### config.mk
export PLATFORM = sky130hd
export DESIGN_NAME = doppler_sequencer
export DESIGN_NICKNAME = d
export VERILOG_FILES = /design/src/rtl/doppler_sequencer.sv
export SDC_FILE = /design/constraint.sdc
export NUM_CORES = 1
export LEC_CHECK = 0
export CAP_MARGIN = 20
export CORE_MARGIN = 1
export CORE_UTILIZATION = 60
export DETAILED_ROUTE_END_ITERATION = 8
export PLACE_DENSITY = 0.88
export SLEW_MARGIN = 40
export SYNTH_ARGS = -nofsm -noshare
export SYNTH_HDL_FRONTEND = slang
export SYNTH_SLANG_ARGS = --single-unit
### constraint.sdc
create_clock -name coreClock -period 10.1 [get_ports coreClock]
set_input_delay 1.01 -clock coreClock [delete_from_list [all_inputs] [get_ports coreClock]]
set_output_delay 1.01 -clock coreClock [all_outputs]
set_load 0.05 [all_outputs]
### src/rtl/doppler_sequencer.sv
// Pulse-repetition controller: shadow config bank with validated commits, and
// an ENABLE sequencer for single, continuous or free-running pulse frames.
module doppler_sequencer #(
   parameter logic [15:0] DEF_S0   = 16'd32,
   parameter logic [15:0] DEF_S1   = 16'd64,
   parameter logic [15:0] DEF_S2   = 16'd1024,
   parameter logic [15:0] DEF_SR   = 16'd4096,
   parameter logic [1:0]  DEF_FREQ = 2'b00
) (
   input  logic        coreClock,
   input  logic        RESET,
   input  logic        wrEn,
   input  logic [2:0]  wrAddr,
   input  logic [15:0] wrData,
   input  logic        start,
   input  logic        stop,
   input  logic        RETRANSMIT,
   output logic        ENABLE,
   output logic [1:0]  freq,
   output logic [15:0] State0Value,
   output logic [15:0] State1Value,
   output logic [15:0] State2Value,
   output logic [15:0] StateRValue,
   output logic [15:0] pulseCount,
   output logic        busy,
   output logic        frameDone,
   output logic        cfgPending,
   output logic        cfgError
);
   localparam int unsigned DW = 16;
   localparam int unsigned FW = 2;
   localparam logic [2:0] A_S0 = 3'd0, A_S1 = 3'd1, A_S2 = 3'd2, A_SR = 3'd3;
   localparam logic [2:0] A_N = 3'd4, A_MODE = 3'd5, A_COMMIT = 3'd6;

   typedef enum logic [1:0] {IDLE, RUN, DRAIN, DONE} state_t;

   state_t        state_q, state_d;
   logic [DW-1:0] pc_q, pc_d;
   logic          en_q, en_d, busy_q, busy_d, fd_q, fd_d;

   logic [DW-1:0] sh_s0_q, sh_s1_q, sh_s2_q, sh_sr_q, sh_n_q;
   logic [DW-1:0] sh_s0_d, sh_s1_d, sh_s2_d, sh_sr_d, sh_n_d;
   logic [FW-1:0] sh_freq_q, sh_freq_d;
   logic          sh_cont_q, sh_cont_d;

   logic [DW-1:0] s0_q, s1_q, s2_q, sr_q, n_q;
   logic [DW-1:0] s0_d, s1_d, s2_d, sr_d, n_d;
   logic [FW-1:0] freq_q, freq_d;
   logic          cont_q, cont_d;
   logic          pend_q, pend_d, err_q, err_d;

   logic          commit_wr, apply, cfg_ok, last_pulse;

   // Host writes into the shadow bank
   always_comb begin
      sh_s0_d   = sh_s0_q;
      sh_s1_d   = sh_s1_q;
      sh_s2_d   = sh_s2_q;
      sh_sr_d   = sh_sr_q;
      sh_n_d    = sh_n_q;
      sh_freq_d = sh_freq_q;
      sh_cont_d = sh_cont_q;
      if (wrEn) begin
         case (wrAddr)
            A_S0:   sh_s0_d = wrData;
            A_S1:   sh_s1_d = wrData;
            A_S2:   sh_s2_d = wrData;
            A_SR:   sh_sr_d = wrData;
            A_N:    sh_n_d  = wrData;
            A_MODE: begin
               sh_freq_d = wrData[1:0];
               sh_cont_d = wrData[2];
            end
            default: ;
         endcase
      end
   end

   // Commit handling: apply only in IDLE or on a pulse boundary
   always_comb begin
      commit_wr = wrEn && (wrAddr == A_COMMIT);
      apply     = pend_q && ((state_q == IDLE) || RETRANSMIT);
      cfg_ok    = (sh_s0_q != '0) && (sh_s0_q < sh_s1_q) &&
                  (sh_s1_q < sh_s2_q) && (sh_s2_q < sh_sr_q);
      s0_d   = s0_q;
      s1_d   = s1_q;
      s2_d   = s2_q;
      sr_d   = sr_q;
      n_d    = n_q;
      freq_d = freq_q;
      cont_d = cont_q;
      err_d  = err_q;
      if (apply) begin
         err_d = !cfg_ok;
         if (cfg_ok) begin
            s0_d   = sh_s0_q;
            s1_d   = sh_s1_q;
            s2_d   = sh_s2_q;
            sr_d   = sh_sr_q;
            n_d    = sh_n_q;
            freq_d = sh_freq_q;
            cont_d = sh_cont_q;
         end
      end
      pend_d = (pend_q && !apply) || commit_wr;
   end

   // State register
   always_ff @(posedge coreClock or posedge RESET) begin
      if (RESET) state_q <= IDLE;
      else       state_q <= state_d;
   end

   // Next state and pulse counter
   always_comb begin
      state_d    = state_q;
      pc_d       = pc_q;
      last_pulse = (n_q != '0) && (pc_q == n_q - DW'(1));
      case (state_q)
         IDLE: begin
            if (start && !stop) begin
               state_d = RUN;
               pc_d    = '0;
            end
         end
         RUN: begin
            if (RETRANSMIT) pc_d = pc_q + DW'(1);
            if (stop)                           state_d = DRAIN;
            else if (RETRANSMIT && last_pulse)  state_d = DONE;
         end
         DRAIN: begin
            if (RETRANSMIT) begin
               pc_d    = pc_q + DW'(1);
               state_d = IDLE;
            end
         end
         DONE: begin
            if (stop || !cont_q) begin
               state_d = IDLE;
            end else begin
               state_d = RUN;
               pc_d    = '0;
            end
         end
         default: state_d = IDLE;
      endcase
   end

   // Registered outputs follow the state being entered
   always_comb begin
      en_d   = (state_d == RUN) || (state_d == DRAIN);
      busy_d = (state_d != IDLE);
      fd_d   = (state_d == DONE);
   end

   always_ff @(posedge coreClock or posedge RESET) begin
      if (RESET) begin
         pc_q      <= '0;
         en_q      <= 1'b0;
         busy_q    <= 1'b0;
         fd_q      <= 1'b0;
         sh_s0_q   <= DEF_S0;
         sh_s1_q   <= DEF_S1;
         sh_s2_q   <= DEF_S2;
         sh_sr_q   <= DEF_SR;
         sh_n_q    <= '0;
         sh_freq_q <= DEF_FREQ;
         sh_cont_q <= 1'b0;
         s0_q      <= DEF_S0;
         s1_q      <= DEF_S1;
         s2_q      <= DEF_S2;
         sr_q      <= DEF_SR;
         n_q       <= '0;
         freq_q    <= DEF_FREQ;
         cont_q    <= 1'b0;
         pend_q    <= 1'b0;
         err_q     <= 1'b0;
      end else begin
         pc_q      <= pc_d;
         en_q      <= en_d;
         busy_q    <= busy_d;
         fd_q      <= fd_d;
         sh_s0_q   <= sh_s0_d;
         sh_s1_q   <= sh_s1_d;
         sh_s2_q   <= sh_s2_d;
         sh_sr_q   <= sh_sr_d;
         sh_n_q    <= sh_n_d;
         sh_freq_q <= sh_freq_d;
         sh_cont_q <= sh_cont_d;
         s0_q      <= s0_d;
         s1_q      <= s1_d;
         s2_q      <= s2_d;
         sr_q      <= sr_d;
         n_q       <= n_d;
         freq_q    <= freq_d;
         cont_q    <= cont_d;
         pend_q    <= pend_d;
         err_q     <= err_d;
      end
   end

   assign ENABLE      = en_q;
   assign busy        = busy_q;
   assign frameDone   = fd_q;
   assign pulseCount  = pc_q;
   assign freq        = freq_q;
   assign State0Value = s0_q;
   assign State1Value = s1_q;
   assign State2Value = s2_q;
   assign StateRValue = sr_q;
   assign cfgPending  = pend_q;
   assign cfgError    = err_q;
endmodule

== Word-level counts from Yosys, hierarchy flattened ==
Index checks and enable logic that the tools add are counted.

* Equal/unequal tests: 16
* Multiplexer cells: 10
* $lt $le $gt $ge: 3
* Add/subtract/negate cells: 2
* Reduce and logical (&&, ||, !) cells: 31

{| class="wikitable"
|+ Operators with widths
! cell !! count
|-
| $lt 16x16->1 || 3
|-
| $mux 16 || 3
|-
| $pmux 16 s3 || 1
|-
| $reduce_bool 16->1 || 2
|-
| $add 16x1->16 const B || 1
|-
| $eq 16x16->1 || 1
|-
| $sub 16x1->16 const B || 1
|-
| $reduce_and 2->1 || 7
|-
| $eq 3x3->1 const B || 3
|-
| $logic_and 1x1->1 || 9
|-
| $eq 2x2->1 const B || 4
|-
| $mux 2 || 4
|-
| $pmux 2 s4 || 1
|-
| $eq 3x2->1 const B || 2
|-
| $eq 2x1->1 const B || 2
|-
| $logic_not 1->1 || 4
|-
| $logic_or 1x1->1 || 4
|-
| $ne 2x1->1 const B || 2
|-
| $eq 3x1->1 const B || 1
|-
| $logic_not 3->1 || 1
|-
| $reduce_and 3->1 || 1
|-
| $logic_not 2->1 || 1
|-
| $ne 2x2->1 const B || 1
|-
| $reduce_bool 2->1 || 1
|-
| other kinds (2) || 2
|}

* Input bits: 25
* Register bits: 189

== Longest topological paths before layout ==
Gate-level depths: netlist of the first run.

* Depth in word-level cells: 9
* Gate-level depth with buffers: 12

== Least setup slack after synthesis of the first run ==
OpenSTA, ideal clock, no wires.

* Path type: input -> register
* From: input RETRANSMIT
* To: register s1_q[0] (netlist: State1Value[0])
* Cell stages on the path: 8
* Slack: 7175 ps
* Arrival: 2797 ps
* Required time: 9972 ps
* Library setup time: 128 ps
* Path through: o21ai_1 -> a31oi_1 -> nand4_1 -> or3_1 -> nor4b_1 -> buf_2 -> buf_4 -> mux2_1

* Longest elaborated chain between the ends: 3

{| class="wikitable"
|+ Ends and longest elaborated chain
! item !! line !! source
|-
| start, declared || 17 || <nowiki>input logic RETRANSMIT,</nowiki>
|-
| $logic_or 1x1->1 || 82 || <nowiki>apply = pend_q && ((state_q == IDLE) || RETRANSMIT);</nowiki>
|-
| $logic_and 1x1->1 || 82 ||
|-
| $reduce_and 2->1 (no line) || -- ||
|-
| end signal, assigned || 170 || <nowiki>s1_q <= DEF_S1;</nowiki>
|-
| end signal, assigned || 191 || <nowiki>s1_q <= s1_d;</nowiki>
|-
| end, declared || 46 || <nowiki>logic [DW-1:0] s0_q, s1_q, s2_q, sr_q, n_q;</nowiki>
|}

No other way between the ends.
A chain may end at the register's enable or synchronous reset.

== Final worst setup path of the first run ==
* From: input RETRANSMIT
* To: register s0_q[13] (netlist: State0Value[13])

* Longest elaborated chain between the ends: 3

{| class="wikitable"
|+ Ends and longest elaborated chain
! item !! line !! source
|-
| $logic_or 1x1->1 || 82 ||
|-
| $logic_and 1x1->1 || 82 ||
|-
| $reduce_and 2->1 (no line) || -- ||
|-
| end signal, assigned || 169 || <nowiki>s0_q <= DEF_S0;</nowiki>
|-
| end signal, assigned || 190 || <nowiki>s0_q <= s0_d;</nowiki>
|-
| end, declared || 46 ||
|}

No other way between the ends.

==> results of run 1 <==
==> through the flow <==
stage | hold WS, ns | power (W)
global placement | 0.4666 | 0.002472
finish | 0.4847 | 0.003162
CTS | 0.4877 | 0.003163
global route | 0.5091 | 0.003328
detailed placement | 0.4737 | 0.002519
floorplan | 0.4585 | 0.002076
==> power groups by stage <==
stage                     sequential, W  clock (W)  combinational (W)
after floorplan                 0.00155          0           0.000527
after global placement          0.00119          0            0.00129
after detailed placement        0.00119          0            0.00132
after CTS                       0.00119   0.000626            0.00135
after global routing            0.00122   0.000659            0.00145
final                           0.00119   0.000622            0.00135
==> flip-flops by register name (all words and copies together) (netlist names) <==
signal	count
sh_cont_q	1
sh_s1_q	16
sh_s2_q	16
n_q	16
cfgPending	1
pulseCount	16
cont_q	1
frameDone	1
sh_s0_q	16
sh_freq_q	2
freq	2
busy	1
sh_n_q	16
sh_sr_q	16
state_q	2
State1Value	16
StateRValue	16
cfgError	1
ENABLE	1
State2Value	16
State0Value	16
==> layout by cell type (no fill, tap or decap), drive strengths merged, types with 3 or more instances in the layout <==
master,count
nand4,15
mux2,136
nand4b,4
o22ai,6
nand2b,8
nor3,13
nor2b,6
clkbuf,23
clkdlybuf4s50,111
a31oi,3
clkinvlp,4
a21o,7
nand3,16
dfstp,8
ha,54
nand2,45
and3,7
or4,3
xor2,21
nor4,9
dfrtp,181
nor2,30
o21ai,43
buf,8
a21oi,23
clkinv,5
inv,55
xnor2,11
==> cells by family (layout without fill, tap and decap cells) <==
logic type | count (synthesis) | in the layout
adders and majority gates | 54 | 54
muxes | 136 | 136
AOI/OAI and AO/OA | 99 | 99
and+or+nand+nor | 164 | 164
DFF | 189 | 189
buffers and inverters | 76 | 206
xor gates and xnor gates | 32 | 32
==> layout make-up <==
cell class | instances | area, µm² | area share [%]
Timing Repair Buffer | 119 | 1175 | 10.82
Clock buffer | 23 | 488.0 | 4.493
Clock inverter | 9 | 62.56 | 0.5760
Inverter | 55 | 219.0 | 2.016
Tap cell | 184 | 230.2 | 2.120
Sequential cell | 189 | 4740 | 43.64
Multi-Input combinational cell | 485 | 3948 | 36.34
==> final timing paths <==
check	depth (start not counted)	to	slack, ns
hold reg to reg	1	State2Value[9]	0.48
min in group asynchronous	2	pulseCount[15]	1.06
setup reg to reg	8	State0Value[13]	6.94
hold / removal	1	State2Value[9]	0.48
max in group asynchronous	3	State0Value[12]	7.96
setup / recovery	8	State0Value[13]	6.66
==> critical path, cell delays in order <==
cell             delay (ns)
clkdlybuf4s50_1        0.57
o21ai_1                0.16
a31oi_1                0.17
nand4_1                0.09
or3_1                  0.38
nor4b_2                0.31
buf_4                  0.61
mux2_1                 0.39
==> per-layer routing <==
metal,vias up,global-route usage [%]
li1,2881,-
met1,3168,39.43
met2,229,42.90
met3,51,4.854
met4,0,12.62
met5,-,0
==> metrics.yaml, run 1 <==
place:
  dpl.hpwl_um: 14270
  placed_area_um2: 10310
  placed_cells: 1032
  place_ws_ns: 6.222
  io_buffers: 111
  place_congestion: 0.9012
drt:
  wl_met2_um: 9510
  maxUsedRoutingLayer: "met4"
  ant_nets: 0
  via_per_inst: 5.948
  drc: 0
  first_iter_violations: 500
  wl_met1_um: 9185
  wl_per_cell_um: 19.23
  vias: 6329
  wirelength_um: 20460
  firstDrtPassIters: 5
  met3_length_um: 1142
timing:
  min_period_ns: 3.439
  relSlewSlack_pct: 50.53
  rsz0062_at_grt: "false"
  setup_tns_ns: 0
  maxSlewViolCount: 0
  clock-skew-final_ns: 0.009759
  final-hold-violation-count: 0
  worst_slew_pin_slew_ns: 0.7352
  period_share_pct: 34.05
  max_freq_ghz: 0.2908
  setup_viol: 0
  setup_slack_ns: 6.661
setup_path:
  cp-startpoint: "RETRANSMIT"
  arrival_ns: 3.75
  cp.required_ns: 10.41
  worst-setup-path-type: "primary input to flip-flop"
  endpoint_kind: "flip-flop"
  r2r-start: "sh_s0_q[15]"
  critPathLaunchType: "primary input"
  crit_path_max_fanout: 54
clocking:
  ctsHoldBuffers: 0
  cts_tree: "done"
  postCtsSetupBuffers: 0
  htreeDepth: 4
  insertion_delay_ns: 0.44
  clockBufferDepth: 2
  path_clk_slew_ns: 0.06
  cts_inserted_buffers: 17
  clock-root-buffer: "clkbuf_16"
  clkSinkCount: 189
  cts_resized: 0
power:
  p_clk_share_pct: 19.7
  seq_power_share_pct: 37.6
  p_comb_share_pct: 42.7
  switching_share_pct: 41.62
  p_per_area_nw_per_um2: 291.1
  power_switching_w: 0.001316
  p_int_w: 0.001846
  p_leak_nw: 5.037
  ir_worst_vdd_mv: 0.1988
synthesis:
  netlist.area_leader.share_pct: 50.47
  synthMuxAreaShare_pct: 17.06
  synth_area_leaders: "dfrtp_1, mux2_1, ha_1"
  yosys_most_used_dff: "dfrtp_1"
  synth_top_family_by_area: "multiplexers"
  ys_seq_area_share_pct: 52.81
  synth.most_common_cell: "dfrtp_1"
  synth_xor_xnor_area_share_pct: 3.123
  yosys.area_share.simple_pct: 9.466
  synthArstFlopShare_pct: 100.0
  synthCells: 750
  synthAdderAreaFrac_pct: 7.528
  synth_fp_nets: 829
  synth_compound_area_share_pct: 6.538
  ys_warn_count: 0
  syn_area_per_cell_um2: 11.97
  synth_edf_count: 0
  netlist_area_um2: 8975
  synth_cell_types: 51
  synth-seq-cells: 189
  yosys-top-cells-count: "dfrtp_1, mux2_1, inv_1"
  yosysTopAreaCell: "dfrtp_1"
grt:
  grt_pass1_wl_um: 33750
  grt_overflow: 0
  grt_pass1_vias: 6399
  antenna_found_initial: 0
  grt_use_total_pct: 28.03
  grt_max_degree: 111
hold_path:
  worstHoldPathType: "flip-flop to flip-flop"
  hold_start: "State2Value[9]"
die:
  core-area_um2: 14590
  die-area_um2: 15450
  num_rows: 44
  die_w_um: 124.3
  initial_core_util_pct: 61.52
  ioPinCount: 112
  die_h_um: 124.3
finish:
  nFillCells: 915
  design_area_um2: 10860
  antenna_cells: 0
  final_cells: 1064
  drive_above_1_share_pct: 12.27
  final_core_util_pct: 74.45
  nets: 946
  area_growth_pct: 21.02
flow_run:
  maxCapViolations: 0
outcome:
  outcome: "complete, no violations"
Power figures use the tool's default switching activity.
==> run 2: changes to the inputs <==
CORE_UTILIZATION = 50   (was 60)
PLACE_DENSITY = 0.79   (was 0.88)
clock period = 3 ns   (was 10.1 ns; I/O delays follow)
==> run 2 against run 1 <==
Cell count rose by 5.8%. Critical path depth fell by 1. First-iteration DRC count is 28% lower. Sequential share of layout area shrank 1.2 points. Clock skew is 0.00060 ns lower. Combinational power grew to 3.4 times the previous value. Largest cell class unchanged. Critical path type is now flip-flop to flip-flop. Largest power group unchanged. Power increased to 3.4 times the previous value. Hold slack worse by 0.33 ns. Sequential cell count stayed put. Register-to-register slack worse by 6.8 ns.
==> metrics.yaml, run 2 (synthesis gave the netlist of run 1 again) <==
power:
  p_int_w: 0.006340
  power_w: 0.01081
  p_leak_nw: 5.188
  p_per_area_nw_per_um2: 967.5
  seq_power_share_pct: 36.6
  power_switching_w: 0.004470
  p_clk_share_pct: 20.3
  p_comb_share_pct: 43.0
  ir_worst_vdd_mv: 0.6254
  switching_share_pct: 41.35
clocking:
  cts_inserted_buffers: 17
  insertion_delay_ns: 0.44
  clockBufferDepth: 2
  path_clk_slew_ns: 0.07
  cts_tree: "done"
  htreeDepth: 4
  clkSinkCount: 189
  clock-root-buffer: "clkbuf_16"
setup_path:
  worst-setup-path-type: "flip-flop to flip-flop"
  rr_endpoint: "ENABLE"
  crit_cells: 7
  r2r-start: "n_q[5]"
  endpoint_kind: "flip-flop"
  slowest_stage: "or4_4"
  critPathTopFamily: "simple AND/OR/NAND/NOR gates"
  r2r_setup_slack_ns: 0.17
  crit_path_max_fanout: 7
  cp.required_ns: 3.32
  critPathLaunchType: "flip-flop"
  cp_num_buf_inv: 0
  worstPathCellList: "nor4_4 > and3_1 > nand2_1 > a2111o_1 > or4_4 > o21a_1 > ha_1"
  arrival_ns: 3.15
  max_stage_delay_ns: 0.53
  reg2reg_depth: 7
timing:
  period_share_pct: 94.48
  min_period_ns: 2.834
  setup_tns_ns: 0
  rsz0062_at_grt: "false"
  final-hold-violation-count: 0
  maxSlewViolCount: 0
  setup_viol: 0
  clock-skew-final_ns: 0.009161
  worst_slew_pin_slew_ns: 0.6617
  max_freq_ghz: 0.3528
  relSlewSlack_pct: 55.48
place:
  placed_cells: 1088
  dpl.hpwl_um: 15140
  place_congestion: 0.8814
  io_buffers: 111
die:
  die-area_um2: 18490
  die_w_um: 136.0
  num_rows: 48
  initial_core_util_pct: 51.53
  die_h_um: 136.0
  core-area_um2: 17420
  ioPinCount: 112
grt:
  grt_max_degree: 53
  grt_pass1_wl_um: 33050
  grt_use_total_pct: 23.61
  grt_pass1_vias: 6236
  grt_overflow: 0
  antenna_found_initial: 0
finish:
  seq_area_um2: 4740
  area_growth_pct: 24.49
  final_common_cell: "dfrtp_1"
  final_cells: 1126
  drive_above_1_share_pct: 14.43
  nets: 967
  mostFrequentLayoutCells: "dfrtp_1, clkdlybuf4s50_1, mux2_1"
  antenna_cells: 0
  nFillCells: 1275
  multi_input_comb_area_um2: 3951
drt:
  wl_per_cell_um: 18.59
  first_iter_violations: 362
  via_per_inst: 5.577
  ant_nets: 0
  vias: 6280
  wirelength_um: 20930
  firstDrtPassIters: 5
  drc: 0
outcome:
  outcome: "complete, no violations"
hold_path:
  worstHoldPathType: "primary input to async pin"
flow_run:
  maxCapViolations: 0
==> run 2: cell count changes in the layout (fill, tap and decap cells not counted), moves of 3 or more <==
| cell | before | now |
|---|---|---|
| buf_4 | 7 | 22 |
| inv_6 | 1 | 6 |
| clkbuf_8 | 4 | 1 |
| clkinvlp_4 | 4 | 1 |
| buf_12 | 0 | 6 |
==> run 2: cell type report <==
class / count / share of cell area (%)
clock buffers: 19 / 3.964
clock inverters: 13 / 1.131
inverters: 55 / 1.881
multi-input cells: 485 / 35.36
flip-flops and latches: 189 / 42.42
well taps: 225 / 2.520
repair buffers: 140 / 12.72
==> run 2: power by group through the flow <==
stage               registers, W  clock network, W  logic [W]
finish                   0.00396           0.00220    0.00465
global route             0.00406           0.00232    0.00500
floorplan                0.00522                 0    0.00178
detailed placement       0.00399                 0    0.00460
global placement         0.00397                 0    0.00447
CTS                      0.00395           0.00223    0.00463
==> run 2: per-stage QoR <==
| step | hold WS, ns | instance area (µm²) | utilization, % | worst slack (ns) |
|---|---|---|---|---|
| finish | 0.1556 | 11170 | 64.15 | 0.1656 |
| CTS | 0.3645 | 11090 | 63.69 | 0.08673 |
| global placement | 0.4680 | 10520 | 60.42 | 0.1742 |
| detailed placement | 0.4739 | 10520 | 60.42 | 0.1148 |
| floorplan | 0.4090 | 8979 | - | 0.1961 |
| global route | 0.1667 | 11170 | 64.15 | 0.008235 |
==> run 2: what timing repair did <==
item,in CTS,in global routing
hold buffers,0,0
setup buffers,0,4
gates resized for setup,0,1
setup endpoints to repair,0,60
==> run 2: worst max path at each step <==
stage,endpoint,slack (ns),start
global placement,ENABLE,0.17,n_q[2]
CTS,ENABLE,0.09,n_q[2]
global route,n_q[8],0.008,sh_s1_q[15]
floorplan,ENABLE,0.20,n_q[0]
finish,ENABLE,0.17,n_q[5]
detailed placement,ENABLE,0.11,n_q[2]
==> run 2: layer usage <==
| layer | track usage (%) | wire (µm) | up-vias |
|---|---|---|---|
| li1 | - | - | 2929 |
| met1 | 32.84 | 9690 | 3158 |
| met2 | 37.47 | 9864 | 167 |
| met3 | 4.027 | 983 | 26 |
| met4 | 7.901 | 391 | 0 |
| met5 | 0 | 0 | - |
